$ cat src/rtl/cpu_ctrl_fsm_if.sv
// rtl/cpu_ctrl_fsm_if.sv - control/status bundle between cpu_ctrl_fsm (master) and the datapath (slave)
interface cpu_ctrl_fsm_if;
    logic [7:0] instruction;
    logic       zero_flag;
    logic       mem_ready;
    logic       ir_load;
    logic       pc_inc;
    logic       pc_load;
    logic       reg_we;
    logic       wb_sel;
    logic       addr_sel;
    logic [2:0] alu_op;
    logic       mem_rd;
    logic       mem_wr;

    modport master (
        input  instruction, zero_flag, mem_ready,
        output ir_load, pc_inc, pc_load, reg_we, wb_sel, addr_sel, alu_op, mem_rd, mem_wr
    );

    modport slave (
        output instruction, zero_flag, mem_ready,
        input  ir_load, pc_inc, pc_load, reg_we, wb_sel, addr_sel, alu_op, mem_rd, mem_wr
    );
endinterface

$ cat src/rtl/cpu_ctrl_fsm.sv
// rtl/cpu_ctrl_fsm.sv - multi-cycle fetch/decode/exec/mem/wb control FSM for the 8-bit RISC datapath
// Optional feature macro: CTRL_BRANCH_EN (JMP/BEQ support; otherwise opcodes A/B are illegal)
module cpu_ctrl_fsm #(
    parameter int FETCH_TIMEOUT = 0
) (
    input  logic              clk,
    input  logic              rst,
    input  logic              run,
    cpu_ctrl_fsm_if.master    dp,
    output logic              illegal_op,
    output logic              halted,
    output logic [2:0]        state
);

    typedef enum logic [2:0] {
        S_FETCH  = 3'd0,
        S_DECODE = 3'd1,
        S_EXEC   = 3'd2,
        S_MEM    = 3'd3,
        S_WB     = 3'd4,
        S_HALT   = 3'd5
    } state_t;

    localparam logic [3:0] OP_NOP = 4'h0;
    localparam logic [3:0] OP_ADD = 4'h1;
    localparam logic [3:0] OP_SUB = 4'h2;
    localparam logic [3:0] OP_AND = 4'h3;
    localparam logic [3:0] OP_OR  = 4'h4;
    localparam logic [3:0] OP_XOR = 4'h5;
    localparam logic [3:0] OP_MOV = 4'h7;
    localparam logic [3:0] OP_LD  = 4'h8;
    localparam logic [3:0] OP_ST  = 4'h9;
`ifdef CTRL_BRANCH_EN
    localparam logic [3:0] OP_JMP = 4'hA;
    localparam logic [3:0] OP_BEQ = 4'hB;
`endif
    localparam logic [3:0] OP_HLT = 4'hF;

    localparam logic [2:0] ALU_ADD  = 3'b000;
    localparam logic [2:0] ALU_SUB  = 3'b001;
    localparam logic [2:0] ALU_AND  = 3'b010;
    localparam logic [2:0] ALU_OR   = 3'b011;
    localparam logic [2:0] ALU_XOR  = 3'b100;
    localparam logic [2:0] ALU_PASS = 3'b101;

    if (FETCH_TIMEOUT != 0) begin : g_timeout_unsupported
        $error("cpu_ctrl_fsm: FETCH_TIMEOUT must be 0");
    end

    state_t     state_q, state_d;
    logic [3:0] opcode;
    logic       unused_operands;

    assign opcode          = dp.instruction[7:4];
    assign unused_operands = ^{dp.instruction[3:0], dp.zero_flag};
    assign state           = state_q;

    always_ff @(posedge clk or posedge rst) begin
        if (rst) state_q <= S_FETCH;
        else     state_q <= state_d;
    end

    always_comb begin
        state_d     = state_q;
        dp.ir_load  = 1'b0;
        dp.pc_inc   = 1'b0;
        dp.pc_load  = 1'b0;
        dp.reg_we   = 1'b0;
        dp.wb_sel   = 1'b0;
        dp.addr_sel = 1'b0;
        dp.alu_op   = ALU_ADD;
        dp.mem_rd   = 1'b0;
        dp.mem_wr   = 1'b0;
        illegal_op  = 1'b0;
        halted      = 1'b0;

        case (state_q)
            S_FETCH: begin
                if (run) begin
                    dp.mem_rd = 1'b1;
                    if (dp.mem_ready) begin
                        dp.ir_load = 1'b1;
                        dp.pc_inc  = 1'b1;
                        state_d    = S_DECODE;
                    end
                end
            end
            S_DECODE: begin
                case (opcode)
                    OP_NOP:                                         state_d = S_FETCH;
                    OP_ADD, OP_SUB, OP_AND, OP_OR, OP_XOR, OP_MOV:  state_d = S_EXEC;
`ifdef CTRL_BRANCH_EN
                    OP_JMP, OP_BEQ:                                 state_d = S_EXEC;
`endif
                    OP_LD, OP_ST:                                   state_d = S_MEM;
                    OP_HLT:                                         state_d = S_HALT;
                    default: begin
                        illegal_op = 1'b1;
                        state_d    = S_FETCH;
                    end
                endcase
            end
            S_EXEC: begin
                state_d = S_FETCH;
                case (opcode)
                    OP_ADD: begin dp.alu_op = ALU_ADD;  dp.reg_we = 1'b1; end
                    OP_SUB: begin dp.alu_op = ALU_SUB;  dp.reg_we = 1'b1; end
                    OP_AND: begin dp.alu_op = ALU_AND;  dp.reg_we = 1'b1; end
                    OP_OR:  begin dp.alu_op = ALU_OR;   dp.reg_we = 1'b1; end
                    OP_XOR: begin dp.alu_op = ALU_XOR;  dp.reg_we = 1'b1; end
                    OP_MOV: begin dp.alu_op = ALU_PASS; dp.reg_we = 1'b1; end
`ifdef CTRL_BRANCH_EN
                    OP_JMP: dp.pc_load = 1'b1;
                    OP_BEQ: dp.pc_load = dp.zero_flag;
`endif
                    default: ;
                endcase
            end
            S_MEM: begin
                // Strobe stays up until the memory acknowledges; a slow memory just stretches MEM.
                dp.addr_sel = 1'b1;
                if (opcode == OP_LD) dp.mem_rd = 1'b1;
                else                 dp.mem_wr = 1'b1;
                if (dp.mem_ready) state_d = (opcode == OP_LD) ? S_WB : S_FETCH;
            end
            S_WB: begin
                dp.reg_we = 1'b1;
                dp.wb_sel = 1'b1;
                state_d   = S_FETCH;
            end
            S_HALT: halted = 1'b1;
            default: state_d = S_FETCH;
        endcase

        // Reset kills strobes within the same timestep, before the state flop has a clock.
        if (rst) begin
            state_d     = S_FETCH;
            dp.ir_load  = 1'b0;
            dp.pc_inc   = 1'b0;
            dp.pc_load  = 1'b0;
            dp.reg_we   = 1'b0;
            dp.wb_sel   = 1'b0;
            dp.addr_sel = 1'b0;
            dp.alu_op   = ALU_ADD;
            dp.mem_rd   = 1'b0;
            dp.mem_wr   = 1'b0;
            illegal_op  = 1'b0;
            halted      = 1'b0;
        end
    end

endmodule

$ cat src/flat_wrapper.sv
// flat-port wrapper written by rule: the top's interface ports become plain ports
module cpu_ctrl_fsm_flat 
#(
    parameter int FETCH_TIMEOUT = 0
)
  (clk, rst, run, illegal_op, halted, state, dp_instruction, dp_zero_flag, dp_mem_ready, dp_ir_load, dp_pc_inc, dp_pc_load, dp_reg_we, dp_wb_sel, dp_addr_sel, dp_alu_op, dp_mem_rd, dp_mem_wr);
  cpu_ctrl_fsm_if dp_i ();
  input  logic clk;
  input  logic rst;
  input  logic run;
  output logic illegal_op;
  output logic halted;
  output logic [2:0] state;
  input wire logic [$bits(dp_i.instruction)-1:0] dp_instruction;
  input wire logic [$bits(dp_i.zero_flag)-1:0] dp_zero_flag;
  input wire logic [$bits(dp_i.mem_ready)-1:0] dp_mem_ready;
  output wire logic [$bits(dp_i.ir_load)-1:0] dp_ir_load;
  output wire logic [$bits(dp_i.pc_inc)-1:0] dp_pc_inc;
  output wire logic [$bits(dp_i.pc_load)-1:0] dp_pc_load;
  output wire logic [$bits(dp_i.reg_we)-1:0] dp_reg_we;
  output wire logic [$bits(dp_i.wb_sel)-1:0] dp_wb_sel;
  output wire logic [$bits(dp_i.addr_sel)-1:0] dp_addr_sel;
  output wire logic [$bits(dp_i.alu_op)-1:0] dp_alu_op;
  output wire logic [$bits(dp_i.mem_rd)-1:0] dp_mem_rd;
  output wire logic [$bits(dp_i.mem_wr)-1:0] dp_mem_wr;
  assign dp_i.instruction = dp_instruction;
  assign dp_i.zero_flag = dp_zero_flag;
  assign dp_i.mem_ready = dp_mem_ready;
  assign dp_ir_load = dp_i.ir_load;
  assign dp_pc_inc = dp_i.pc_inc;
  assign dp_pc_load = dp_i.pc_load;
  assign dp_reg_we = dp_i.reg_we;
  assign dp_wb_sel = dp_i.wb_sel;
  assign dp_addr_sel = dp_i.addr_sel;
  assign dp_alu_op = dp_i.alu_op;
  assign dp_mem_rd = dp_i.mem_rd;
  assign dp_mem_wr = dp_i.mem_wr;
  cpu_ctrl_fsm #(.FETCH_TIMEOUT(FETCH_TIMEOUT)) u_core (.clk(clk), .rst(rst), .run(run), .dp(dp_i), .illegal_op(illegal_op), .halted(halted), .state(state));
endmodule
$ cat config.mk
export PLATFORM = sky130hd
export DESIGN_NAME = cpu_ctrl_fsm_flat
export DESIGN_NICKNAME = d
export VERILOG_FILES = /design/src/rtl/cpu_ctrl_fsm_if.sv /design/src/rtl/cpu_ctrl_fsm.sv /design/src/flat_wrapper.sv
export SDC_FILE = /design/constraint.sdc
export NUM_CORES = 1
export LEC_CHECK = 0
export ABC_AREA = 1
export ABC_CLOCK_PERIOD_IN_PS = 1500
export CAP_MARGIN = 20
export CORE_AREA = 2 2 39 41
export CTS_CLUSTER_DIAMETER = 30
export DETAILED_ROUTE_END_ITERATION = 7
export DIE_AREA = 0 0 41 43
export PLACE_DENSITY = 0.85
export SLEW_MARGIN = 20
export SYNTH_ARGS = -nofsm -noshare
export SYNTH_HDL_FRONTEND = slang
export SYNTH_SLANG_ARGS = --single-unit
export TNS_END_PERCENT = 1
$ cat constraint.sdc
create_clock -name clk -period 1.5 [get_ports clk]
set_input_delay 0.15 -clock clk [delete_from_list [all_inputs] [get_ports clk]]
set_output_delay 0.15 -clock clk [all_outputs]
set_load 0.02 [all_outputs]
==> results of run 1 <==
[Yosys cell counts]
| cell type | count | area (um2) |
|---|---|---|
| a211oi_1 | 1 | 7.51 |
| a21boi_0 | 1 | 7.51 |
| a21oi_1 | 1 | 5.00 |
| a21oi_4 | 1 | 16.3 |
| buf_4 | 3 | 22.5 |
| conb_1 | 1 | 3.75 |
| dfrtp_1 | 3 | 75.1 |
| inv_1 | 8 | 30.0 |
| inv_2 | 3 | 11.3 |
| nand2_1 | 22 | 82.6 |
| nand3_1 | 8 | 40.0 |
| nand4_1 | 1 | 6.26 |
| nor2_1 | 19 | 71.3 |
| nor3_1 | 4 | 20.0 |
| o21ai_0 | 2 | 10.0 |
| o21bai_1 | 1 | 7.51 |
| o22ai_1 | 1 | 6.26 |
| or2_4 | 1 | 8.76 |
[report_power, final]
group,internal [W],switching (W)
logic,0.000177,0.000197
clock network,0.0000998,0.0000432
registers,0.0000999,0.0000330
[per-layer routing]
layer	GRT usage [%]	vias up	wire length (um)
met5	0	-	0
met4	10.0	0	14
met3	2.09	2	84
met2	31.6	22	755
met1	14.2	296	536
li1	-	339	-
[layout make-up]
type                       instances  area (um2)
fill                             143         583
multi-input combinational         64         327
timing repair buffer              40         309
sequential                         3        77.6
inverter                          11        41.3
clock buffer                       4        26.3
tap                               16        20.0
[cells by family (layout without fill, tap and decap cells)]
kind of cell	Yosys count	in the layout	synth area share, %
simple gates	55	55	53.0
buf+inv	14	55	14.8
compound gates	8	8	13.9
flops	3	3	17.4
other cells	1	1	0.869
[what timing repair did]
item / 4_1_cts / 5_1_grt
pin swaps: 1 / 0
resized for setup: 54 / 16
gates cloned: 0 / 0
hold buffers: 0 / 0
buffers inserted: 0 / 0
setup endpoints to repair: 15 / 11
endpoints found under the hold margin: 0 / 0
[tightest hold or removal path: cells and delay by family]
family,cells,cell delay (ns)
buf+inv,4,0.63
[through the flow]
stage,hold slack [ns],total power [W],setup TNS (ns)
after detailed placement,0.687,0.000493,-4.23
after global routing,0.261,0.000699,-0.208
after floorplan,0.0652,0.000306,-0.0243
after global placement,0.676,0.000484,-3.89
after CTS,0.206,0.000632,-0.179
final,0.225,0.000650,-0.0399
[final timing paths]
check | startpoint | endpoint | cells after the start
worst max-delay path | dp_instruction[7] | dp_alu_op[0] | 8
worst min-delay path | rst | u_core.state[2] | 4
worst max register to register | u_core.state[1] | u_core.state[0] | 8
worst min register to register | u_core.state[0] | u_core.state[0] | 3
max in group asynchronous | rst | u_core.state[1] | 4
min in group clk | dp_instruction[6] | u_core.state[1] | 6
==> run summary, run 1 <==
outcome: finished with violations
violated checks: negative setup slack
unrepaired setup endpoints after global routing: true
Wirelength per Cell: 10.1 um
MaxCap Viol Count: 0
Tmin final: 1.54 ns
Pre-antenna DRT Iters: 4
yosys warns: 0
P_leak: 0.468 nW
total grt overflow: 0
htree depth: 1
first-pass GRT wire length: 2020 um
max-slew violations: 0
initial core utilization: 31.2%
Tcrit/Tclk final: 103%
number of global-route vias before repair: 585
TritonCTS sink count: 3
Clock Latency Late Sink: 0.23 ns
total CTS buffers: 3
Worst VDD drop: 532 uV
CP delay by family, top: buffers and inverters
overall routing resource usage: 16.5%
num rows: 14
CP Max Fanout: 4
total core area: 0.00138 mm2
drt drc: 0
GPL Wtd Cong: 0.796
vias per cell: 4.78
gate count of the mapped netlist: 81
Syn-to-layout area delta: 85.5%
Port Buffer Count: 22
PD cells: 812 mW/mm2
placed inst area: 795 um2
ANT cells: 0
kind of critical path: primary input to output pin
io pins: 29
Avg Inst Size Synth: 5.33 um2
initial antenna violation count: 0
crit path capture type: output pin
WL final: 1390 um
worst path bufs/invs: 4
f_max: 649 MHz
CP Launch Type: primary input
final std cells w/o fill: 138
fin util: 57.9%
Die Wd: 41 um
Netlist Area Pre-Place: 432 um2
post-layout net count: 136
commonest non-fill, non-tap cell in the layout: buf_4
flops & latches, synth: 3
skew final: 0.00578 ns
r2r setup slk: 0.23 ns
final hold vios: 0
layout cells sized above 1: 43.4%
# setup viols final: 1
number of flip-flops in the largest register: 3
full die area: 0.00176 mm2
Slowest-stage cell, CP: clkdlybuf4s50_1
Cell variety after synth: 18
dpl ws: -0.522 ns
initial drt markers: 5
Critical Path RT: 1.35 ns
Vias: 659
WP data arrival: 1.39 ns
CTS max path bufs: 2
CTS tree: yes
dpl hpwl: 1120 um
Crit path largest cell delay: 0.50 ns
largest net degree at the start of global routing: 7
Final ANT Viol Nets: 0
CP cell instances: clkdlybuf4s50_1, inv_2, nand2_1, buf_4, nor2_1, nor3_1, nor2_1, buf_4
Post-Place Cells: 134
register area share after synthesis: 17.4%
Die H: 43 um
syn nets: 94
fin area: 801 um2
slack of the critical path: -0.0399 ns
clock-pin slew on the worst setup and hold paths: 0.04 ns
root buffer cell: clkbuf_4
most frequent cells in the layout: 25 x buf_4, 21 x nand2_1, 16 x nor2_1, 8 x nand3_1, 6 x inv_2
HP Class: primary input to async pin
Power figures use the tool's default switching activity.
==> inputs of run 2 (changes only) <==
Settings changed: PLACE_DENSITY 0.85 to 0.74.
==> run 2 against run 1 <==
Net effect:
- first-iteration DRC count rose by 60%
- sequential share of layout area is 0.25 points higher
- clock power down 3%
- global-route usage grew 1.6 points
- the run now ends clean
- worst hold slack lost 0.0098 ns
- count of clock-buffer cells in the layout is the same
- non-clock buffer count fell by 1
- flip-flop and latch count stayed put
==> run summary, run 2 (synthesis results as in run 1) <==
Pre-antenna DRT Iters: 3
HP Class: primary input to async pin
overall routing resource usage: 18.1%
CP Max Fanout: 4
num rows: 14
kind of critical path: register to output pin
clock-pin slew on the worst setup and hold paths: 0.03 ns
unrepaired setup endpoints after global routing: true
layout cells sized above 1: 43.8%
most frequent cells in the layout: 23 x buf_4, 21 x nand2_1, 15 x nor2_1, 8 x nand3_1
post-layout net count: 135
initial antenna violation count: 0
ANT cells: 0
CTS tree: yes
CTS max path bufs: 2
PD cells: 801 mW/mm2
TritonCTS sink count: 3
# setup viols final: 0
skew final: 0.0000585 ns
number of global-route vias before repair: 574
dpl hpwl: 1170 um
htree depth: 1
CP Launch Type: register
vias per cell: 4.69
largest net degree at the start of global routing: 6
GR Layer Usage met1: 18.4%
crit path from: u_core.state[2]
Critical R2R Launch: u_core.state[2]
Wirelength per Cell: 10.6 um
Die Wd: 41 um
Port Buffer Count: 22
first-pass GRT wire length: 2170 um
r2r setup slk: 0.20 ns
total grt overflow: 0
total CTS buffers: 3
commonest non-fill, non-tap cell in the layout: buf_4
Worst VDD drop: 668 uV
met3 global-route usage: 3.66%
max-slew violations: 0
post-CTS setup buffer count: 0
crit path capture type: output pin
final hold vios: 0
Syn-to-layout area delta: 83.8%
Die H: 43 um
CTS Hold Buffers Added: 0
fin util: 57.3%
root buffer cell: clkbuf_4
Tmin final: 1.49 ns
total core area: 0.00138 mm2
P_leak: 0.462 nW
io pins: 29
number of flip-flops in the largest register: 3
Critical Path RT: 1.35 ns
initial core utilization: 31.2%
Final ANT Viol Nets: 0
MaxCap Viol Count: 0
Clock Latency Late Sink: 0.23 ns
WL final: 1450 um
Tcrit/Tclk final: 99.2%
met2 Usage GRT: 31.6%
GPL Wtd Cong: 0.833
WP data arrival: 1.34 ns
initial drt markers: 8
drt drc: 0
Vias: 643
Final TNS setup: 0 ns
full die area: 0.00176 mm2
outcome: complete, no violations
f_max: 672 MHz
final total power: 0.000636 W
GRT Max-Usage Layer: met2
## run 2: metal layers
layer / wire length (um) / vias up
met5: 0 / -
met4: 11 / 0
met3: 48 / 2
met2: 801 / 13
met1: 585 / 294
li1: - / 334
## run 2: layout make-up
cell class | instances | area, um2
Fill cell | 149 | 591
Multi-Input combinational cell | 64 | 330
Timing Repair Buffer | 39 | 297
Sequential cell | 3 | 78.8
Inverter | 11 | 41.3
Clock buffer | 4 | 26.3
Tap cell | 16 | 20.0
## run 2: through the flow
step	instances	hold slack (ns)	cell area, um2	worst slack [ns]
after global placement	133	0.678	787	-0.454
after floorplan	81	0.0652	442	-0.0202
after detailed placement	133	0.674	787	-0.538
after global routing	137	0.220	793	-0.0784
after CTS	137	0.203	798	-0.0802
final	137	0.215	793	0.0120
## run 2: final timing paths
check	depth (start not counted)	to
max	4	dp_mem_wr
min	4	u_core.state[0]
max reg2reg	8	u_core.state[0]
min reg2reg	3	u_core.state[0]
max in group asynchronous	4	u_core.state[2]
min in group clk	6	u_core.state[1]
## run 2: worst max-delay path: stages, from the launching register on
cell	delay, ns
dfrtp_2	0.43
buf_4	0.15
nor3_2	0.18
a21boi_1	0.19
buf_4	0.16
## run 2: repair_timing
action	in CTS	in global routing
resized for setup	51	17
endpoints found under the setup margin	15	11
pin swaps	1	0
## run 2: report_power, final
| part | total [W] | switching [W] | internal [W] |
|---|---|---|---|
| logic | 0.000367 | 0.000197 | 0.000170 |
| registers | 0.000131 | 0.0000310 | 0.000100 |
| clock network | 0.000138 | 0.0000383 | 0.0000995 |
| total | 0.000636 | 0.000266 | 0.000369 |
